<file path="config.mk">
export PLATFORM = sky130hd
export DESIGN_NAME = teclado_matricial
export DESIGN_NICKNAME = d
export VERILOG_FILES = /design/src/rtl/juego_pkg.sv /design/src/rtl/teclado_debounce.sv /design/src/rtl/teclado_matricial.sv
export SDC_FILE = /design/constraint.sdc
export NUM_CORES = 1
export LEC_CHECK = 0
export BUFFER_PORTS_ARGS = -buffer_cell sky130_fd_sc_hd__buf_2
export CAP_MARGIN = 15
export CORE_AREA = 4 4 64 124
export DETAILED_ROUTE_END_ITERATION = 10
export DIE_AREA = 0 0 68 128
export GPL_TIMING_DRIVEN = 0
export HOLD_SLACK_MARGIN = 0.08
export SYNTH_ARGS = -nofsm -noshare
export SYNTH_HDL_FRONTEND = slang
export SYNTH_SLANG_ARGS = --single-unit
</file>
<file path="constraint.sdc">
create_clock -name clk -period 2.8 [get_ports clk]
set_clock_uncertainty 0.1 [all_clocks]
set_input_delay 0 -clock clk [delete_from_list [all_inputs] [get_ports clk]]
set_output_delay 0 -clock clk [all_outputs]
set_load 0.005 [all_outputs]
</file>
<file path="src/rtl/juego_pkg.sv">
// Shared definitions for the hero game: keypad codes, keypad debounce states
// and top-level game states.
package juego_pkg;

    localparam logic [4:0] KEY_0    = 5'd0;
    localparam logic [4:0] KEY_1    = 5'd1;
    localparam logic [4:0] KEY_2    = 5'd2;
    localparam logic [4:0] KEY_3    = 5'd3;
    localparam logic [4:0] KEY_4    = 5'd4;
    localparam logic [4:0] KEY_5    = 5'd5;
    localparam logic [4:0] KEY_6    = 5'd6;
    localparam logic [4:0] KEY_7    = 5'd7;
    localparam logic [4:0] KEY_8    = 5'd8;
    localparam logic [4:0] KEY_9    = 5'd9;
    localparam logic [4:0] KEY_A    = 5'd10;
    localparam logic [4:0] KEY_B    = 5'd11;
    localparam logic [4:0] KEY_C    = 5'd12;
    localparam logic [4:0] KEY_D    = 5'd13;
    localparam logic [4:0] KEY_STAR = 5'd14;
    localparam logic [4:0] KEY_HASH = 5'd15;

    typedef enum logic [1:0] {
        REL          = 2'd0,
        PRESS_PEND   = 2'd1,
        PRESSED      = 2'd2,
        RELEASE_PEND = 2'd3
    } deb_state_t;

    typedef enum logic [1:0] {
        apagado   = 2'd0,
        hola      = 2'd1,
        personaje = 2'd2,
        juego     = 2'd3
    } game_state_t;

    // Physical layout: rows top to bottom, columns left to right.
    function automatic logic [4:0] key_code(input logic [1:0] r, input logic [1:0] c);
        logic [4:0] code;
        case ({r, c})
            4'h0: code = KEY_1;
            4'h1: code = KEY_2;
            4'h2: code = KEY_3;
            4'h3: code = KEY_A;
            4'h4: code = KEY_4;
            4'h5: code = KEY_5;
            4'h6: code = KEY_6;
            4'h7: code = KEY_B;
            4'h8: code = KEY_7;
            4'h9: code = KEY_8;
            4'hA: code = KEY_9;
            4'hB: code = KEY_C;
            4'hC: code = KEY_STAR;
            4'hD: code = KEY_0;
            4'hE: code = KEY_HASH;
            default: code = KEY_D;
        endcase
        return code;
    endfunction

endpackage

</file>
<file path="src/rtl/teclado_debounce.sv">
// Scan-end driven debounce FSM for the keypad, with optional auto-repeat
// strobe when TECLADO_REPEAT_EN is defined.
//
// state        | meaning
// REL          | no key accepted, waiting for a scan with a hit
// PRESS_PEND   | candidate seen on cnt consecutive scans
// PRESSED      | key accepted, keypad_pressed high
// RELEASE_PEND | accepted key missing for cnt consecutive scans
module teclado_debounce
    import juego_pkg::*;
#(
    parameter int DEB_SCANS    = 10,
    parameter int REPEAT_SCANS = 250
) (
    input  logic       clk,
    input  logic       rst,
    input  logic       scan_end,
    input  logic       scan_valid,
    input  logic [4:0] scan_code,
    output logic [4:0] key,
    output logic       keypad_pressed,
    output logic       key_strobe
);

    localparam int CNT_W = $clog2(DEB_SCANS + 1);

    deb_state_t       state, state_n;
    logic [CNT_W-1:0] cnt, cnt_n, cnt_inc;
    logic [4:0]       cand, cand_n, key_n;
    logic             pressed_n, strobe_n;

`ifdef TECLADO_REPEAT_EN
    localparam int REP_W = $clog2(REPEAT_SCANS + 1);
    logic [REP_W-1:0] rep, rep_n;
`endif

    assign cnt_inc = (int'(cnt) >= DEB_SCANS) ? cnt : cnt + CNT_W'(1);

    always_ff @(posedge clk) begin
        if (rst) begin
            state          <= REL;
            cnt            <= '0;
            cand           <= '0;
            key            <= '0;
            keypad_pressed <= 1'b0;
            key_strobe     <= 1'b0;
        end else begin
            state          <= state_n;
            cnt            <= cnt_n;
            cand           <= cand_n;
            key            <= key_n;
            keypad_pressed <= pressed_n;
            key_strobe     <= strobe_n;
        end
    end

`ifdef TECLADO_REPEAT_EN
    always_ff @(posedge clk) begin
        if (rst) rep <= '0;
        else     rep <= rep_n;
    end
`endif

    always_comb begin
        state_n   = state;
        cnt_n     = cnt;
        cand_n    = cand;
        key_n     = key;
        pressed_n = keypad_pressed;
        strobe_n  = 1'b0;
`ifdef TECLADO_REPEAT_EN
        rep_n     = rep;
`endif
        if (scan_end) begin
            case (state)
                REL: begin
                    if (scan_valid) begin
                        cand_n = scan_code;
                        cnt_n  = CNT_W'(1);
                        if (DEB_SCANS <= 1) begin
                            state_n   = PRESSED;
                            key_n     = scan_code;
                            pressed_n = 1'b1;
                            strobe_n  = 1'b1;
`ifdef TECLADO_REPEAT_EN
                            rep_n     = '0;
`endif
                        end else begin
                            state_n = PRESS_PEND;
                        end
                    end
                end
                PRESS_PEND: begin
                    if (!scan_valid) begin
                        state_n = REL;
                    end else if (scan_code != cand) begin
                        cand_n = scan_code;
                        cnt_n  = CNT_W'(1);
                    end else if (int'(cnt_inc) >= DEB_SCANS) begin
                        state_n   = PRESSED;
                        key_n     = cand;
                        pressed_n = 1'b1;
                        strobe_n  = 1'b1;
`ifdef TECLADO_REPEAT_EN
                        rep_n     = '0;
`endif
                    end else begin
                        cnt_n = cnt_inc;
                    end
                end
                PRESSED: begin
                    if (!scan_valid || scan_code != key) begin
                        cnt_n = CNT_W'(1);
                        if (DEB_SCANS <= 1) begin
                            state_n   = REL;
                            pressed_n = 1'b0;
                        end else begin
                            state_n = RELEASE_PEND;
                        end
                    end else begin
`ifdef TECLADO_REPEAT_EN
                        if (int'(rep) + 1 >= REPEAT_SCANS) begin
                            rep_n    = '0;
                            strobe_n = 1'b1;
                        end else begin
                            rep_n = rep + REP_W'(1);
                        end
`endif
                    end
                end
                default: begin
                    if (scan_valid && scan_code == key) begin
                        state_n = PRESSED;
`ifdef TECLADO_REPEAT_EN
                        rep_n   = '0;
`endif
                    end else if (int'(cnt_inc) >= DEB_SCANS) begin
                        state_n   = REL;
                        pressed_n = 1'b0;
                    end else begin
                        cnt_n = cnt_inc;
                    end
                end
            endcase
        end
    end

endmodule

</file>
<file path="src/rtl/teclado_matricial.sv">
// 4x4 keypad scanner: row synchronizer, column scanner and key encoder feeding
// the debounce FSM. Define TECLADO_REPEAT_EN to enable auto-repeat strobes.
module teclado_matricial
    import juego_pkg::*;
#(
    parameter int SCAN_DIV     = 50000,
    parameter int DEB_SCANS    = 10,
    parameter int REPEAT_SCANS = 250
) (
    input  logic       clk,
    input  logic       rst,
    input  logic [3:0] row,
    output logic [3:0] col,
    output logic [4:0] key,
    output logic       keypad_pressed,
    output logic       key_strobe
);

    localparam int WIN_W = (SCAN_DIV > 1) ? $clog2(SCAN_DIV) : 1;

    logic [3:0]       row_meta, row_sync;
    logic [WIN_W-1:0] win_cnt;
    logic [1:0]       col_idx;
    logic             hit_valid;
    logic [4:0]       hit_code;

    logic             win_end, col_hit, take, scan_end, scan_valid;
    logic [1:0]       col_row;
    logic [4:0]       scan_code;

    assign win_end  = (win_cnt == WIN_W'(SCAN_DIV - 1));
    assign col_hit  = (row_sync != 4'hF);
    assign scan_end = win_end && (col_idx == 2'd3);
    assign col      = ~(4'b0001 << col_idx);

    always_comb begin
        casez (row_sync)
            4'b???0: col_row = 2'd0;
            4'b??01: col_row = 2'd1;
            4'b?011: col_row = 2'd2;
            4'b0111: col_row = 2'd3;
            default: col_row = 2'd0;
        endcase
    end

    // col0 opens a fresh scan; later columns only fill in when nothing was found yet.
    assign take       = col_hit && (col_idx == 2'd0 || !hit_valid);
    assign scan_valid = take ? 1'b1 : ((col_idx == 2'd0) ? 1'b0 : hit_valid);
    assign scan_code  = take ? key_code(col_row, col_idx) : hit_code;

    always_ff @(posedge clk) begin
        if (rst) begin
            row_meta  <= 4'hF;
            row_sync  <= 4'hF;
            win_cnt   <= '0;
            col_idx   <= 2'd0;
            hit_valid <= 1'b0;
            hit_code  <= '0;
        end else begin
            row_meta <= row;
            row_sync <= row_meta;
            if (win_end) begin
                win_cnt   <= '0;
                col_idx   <= col_idx + 2'd1;
                hit_valid <= scan_valid;
                hit_code  <= scan_code;
            end else begin
                win_cnt <= win_cnt + WIN_W'(1);
            end
        end
    end

    teclado_debounce #(
        .DEB_SCANS    (DEB_SCANS),
        .REPEAT_SCANS (REPEAT_SCANS)
    ) u_debounce (
        .clk            (clk),
        .rst            (rst),
        .scan_end       (scan_end),
        .scan_valid     (scan_valid),
        .scan_code      (scan_code),
        .key            (key),
        .keypad_pressed (keypad_pressed),
        .key_strobe     (key_strobe)
    );

endmodule

</file>
==> impl_metrics.ini <==
[clock_tree]
clk_latency_ps = 290
clk_pin_slew_ps = 70
htreeDepth = 2
cts_buffers = 5
clock_path_buffers = 2
cts.sinks = 50
root_buffer = clkbuf_16
cts_tree = yes

[synthesis]
postSynthAreaPerCell_sq_um = 8.61
synth_cell_type_count = 62
syn-num-nets = 328
ys_ff_latch = 50
synth_area_sq_um = 2690
ys_async_sr_fraction = 0
ys_seq_area_frac = 0.372
yosysWarnings = 0
yosys-top-cells-area = dfxtp_1 37%, xor2_1 6.8%, nor2_1 6.4%
synth_ff_type = dfxtp_1
synth_edf_count = 0
synth_top_area_cell = dfxtp_1
synth_top_area_share = 0.372
syn_inst = 313

[sta]
layout_min_cycle_time_ps = 2730
drv_slew = 0
timing.fmax_mhz = 367
setup_slack_ps = 72.3
tightest_slew_ps = 627
post-route-period-util = 0.974
tns_ps = 0
finalSetupViolations = 0
hold_viol_final = 0
relSlewSlack = 0.582

[pwr]
p_seq_frac = 0.459
leakagePower_nw = 1.29
p_sw_w = 0.000353
ir_drop_uv = 389
power.internal_w = 0.00122
p_sw_frac = 0.224
pwr-share-clk = 0.448
p_per_area_nw_per_um2 = 487
pwr-share-comb = 0.093

[worst_setup_path]
slowest_delay_ps = 450
worstPathArrival_ps = 2840
r2r_cells = 11
cp.required_ps = 2910
path_cells = inv_2 -> ha_4 -> nor2b_1 -> or2_4 -> o41ai_4 -> xor2_2 -> a21oi_4 -> buf_4 -> o21ai_1 -> nor2_1 -> a221oi_2
path_max_fanout = 8
r2r_slack_ps = 70
reg2reg_from = col_idx[0]$_SDFFE_PP0N_
startpoint_type = flip-flop
worstSetupPathType = flip-flop to flip-flop
r2r_end = u_debounce.cnt[0]$_SDFFE_PP0P_
worst_path_max_delay_cell = o41ai_4
crit_path_end_kind = flip-flop

[floorplanning]
io_pins = 17
core_area_sq_um = 6990
die_h_um = 128
initial_core_util = 0.385
fp.dieW_um = 68
die_area_sq_um = 8700
num_rows = 43

[global_route]
grt_antenna_before_repair = 0
grt_overflow = 0
grt_pass1_wl_um = 10300
grt_start_max_net_pins = 15
grt_pass1_vias = 2273
groute.usage.overall = 0.160

[drt]
drt-wirelength-per-cell_um = 14.5
routed_wl_um = 6320
num_vias = 2300
drt_iter0_drc = 117
dr.pass1.iters = 4
vias_per_cell = 5.28
final_antenna_net_count = 0
drc_errors = 0

[placed_design]
place_hpwl_um = 4700
place_ws_ps = -419
place.gp.congestion = 0.839
place.port_buffers = 15

[run_status]
status = complete, no violations

[cells_and_area]
drive_above_1_share = 0.214
syn_to_final_growth_pct = 20.2
nFillCells = 700
multiInputGateArea_sq_um = 1650
area.sequential_sq_um = 1010
nets = 361
antenna_cells = 0

[hold_path]
hp-start = rst
holdPathEnd = hit_code[4]$_SDFFE_PP0N_
worstHoldPathCells = 2
hp-class = input pin to flip-flop

[job]
drv_cap = 0
synth_stat cells, drive strengths merged (2+ instances only):
cell type / number
a21oi: 18
and4: 2
nor2b: 4
or2: 10
clkbuf: 8
inv: 15
xnor2: 7
a21o: 3
and3b: 3
nor2: 46
nor3: 3
nand3: 10
dfxtp: 50
and3: 3
ha: 9
buf: 7
o22ai: 2
nand2: 17
nand2b: 7
nand4b: 2
mux2i: 6
and2: 4
nor3b: 2
xor2: 21
nor4: 2
a211oi: 8
a31oi: 2
or3: 6
o21ai: 11
o211ai: 2
nand4: 5
o31ai: 2
worst max-delay path by stage:
stage                       startpoint                             end  slack (ps)  depth (start not counted)
2_1_floorplan  col_idx[0]$_SDFFE_PP0N_  u_debounce.key[0]$_SDFFE_PP0P_         180                         11
3_3_place_gp   col_idx[0]$_SDFFE_PP0N_  u_debounce.key[1]$_SDFFE_PP0P_        -360                         11
3_5_place_dp   col_idx[0]$_SDFFE_PP0N_  u_debounce.key[1]$_SDFFE_PP0P_        -420                         11
4_1_cts        col_idx[0]$_SDFFE_PP0N_  u_debounce.cnt[3]$_SDFFE_PP0P_          20                         12
5_1_grt        col_idx[0]$_SDFFE_PP0N_  u_debounce.cnt[0]$_SDFFE_PP0P_          -6                         11
6_report       col_idx[0]$_SDFFE_PP0N_  u_debounce.cnt[0]$_SDFFE_PP0P_          70                         11
critical path: cells and delay by family (launching register included):
family,cells,cell delay (ps)
compound gates,4,1010
simple gates,3,450
flops,1,380
buf+inv,2,290
xor+xnor,1,230
fa+ha+maj,1,180
cells in the final DEF (no fill, tap or decap), types with 8 or more instances in the layout:
master,synthesis,routed
dfxtp_1,50,48
nor2_1,46,46
buf_2,4,20
xor2_1,21,20
nand2_1,16,16
a21oi_1,15,15
inv_1,14,12
nand3_1,10,10
clkbuf_1,8,8
or2_2,8,8
buf_4,1,8
ha_1,9,8
cells by family (layout without fill, tap and decap cells):
kind of cell	count (synthesis)	after routing	share of synthesized area
compound gates	61	61	0.168
flops	50	50	0.372
mux	6	6	0.0223
buf+inv	30	63	0.0478
xor+xnor	28	28	0.0910
simple gates	129	129	0.258
fa+ha+maj	9	9	0.0418
layout make-up:
cell class,instances,area share
Buffer,15,0.0228
Clock buffer,6,0.0429
Clock inverter,1,0.00928
Inverter,15,0.0174
Multi-Input combinational cell,233,0.509
Sequential cell,50,0.312
Tap cell,90,0.0348
Timing Repair Buffer,26,0.0518
layer usage:
layer,vias to the layer above,part of all wire,track usage
li1,1152,-,-
met1,1094,0.34,0.134
met2,34,0.58,0.312
met3,20,0.024,0.0298
met4,0,0.055,0.104
met5,-,0,0
power groups by stage:
stage          clock network [W]  registers (W)   logic, W
2_1_floorplan                  0       0.000741  0.0000824
3_3_place_gp                   0       0.000742   0.000109
3_5_place_dp                   0       0.000742   0.000111
4_1_cts                 0.000723       0.000726   0.000136
5_1_grt                 0.000746       0.000725   0.000158
6_report                0.000706       0.000724   0.000146
sequential cells by signal, summed over array words and instances, names as in the netlist:
register	cells
col_idx	2
hit_code	5
hit_valid	1
row_meta	4
row_sync	4
u_debounce.cand	5
u_debounce.cnt	4
u_debounce.key	5
u_debounce.key_strobe	1
u_debounce.keypad_pressed	1
u_debounce.state	2
win_cnt	16
metrics by stage:
stage	total power (W)	utilization	instance area [sq um]	cells	hold slack, ps
after floorplan	0.000823	-	2690	313	3.81
after global placement	0.000851	0.412	2880	418	86.5
after detailed placement	0.000852	0.412	2880	418	86.1
after CTS	0.00158	0.453	3170	434	139
after global routing	0.00163	0.463	3240	436	164
final	0.00158	0.463	3240	436	124
repair_timing:
action / 4_1_cts / 5_1_grt
endpoints found under the hold margin: 4 / 0
endpoints found under the setup margin: 17 / 16
hold buffers: 4 / 0
resized for setup: 10 / 12
setup buffers: 5 / 2
cloned: 0 / 0
pin swaps: 4 / 5
Power figures use the tool's default switching activity.
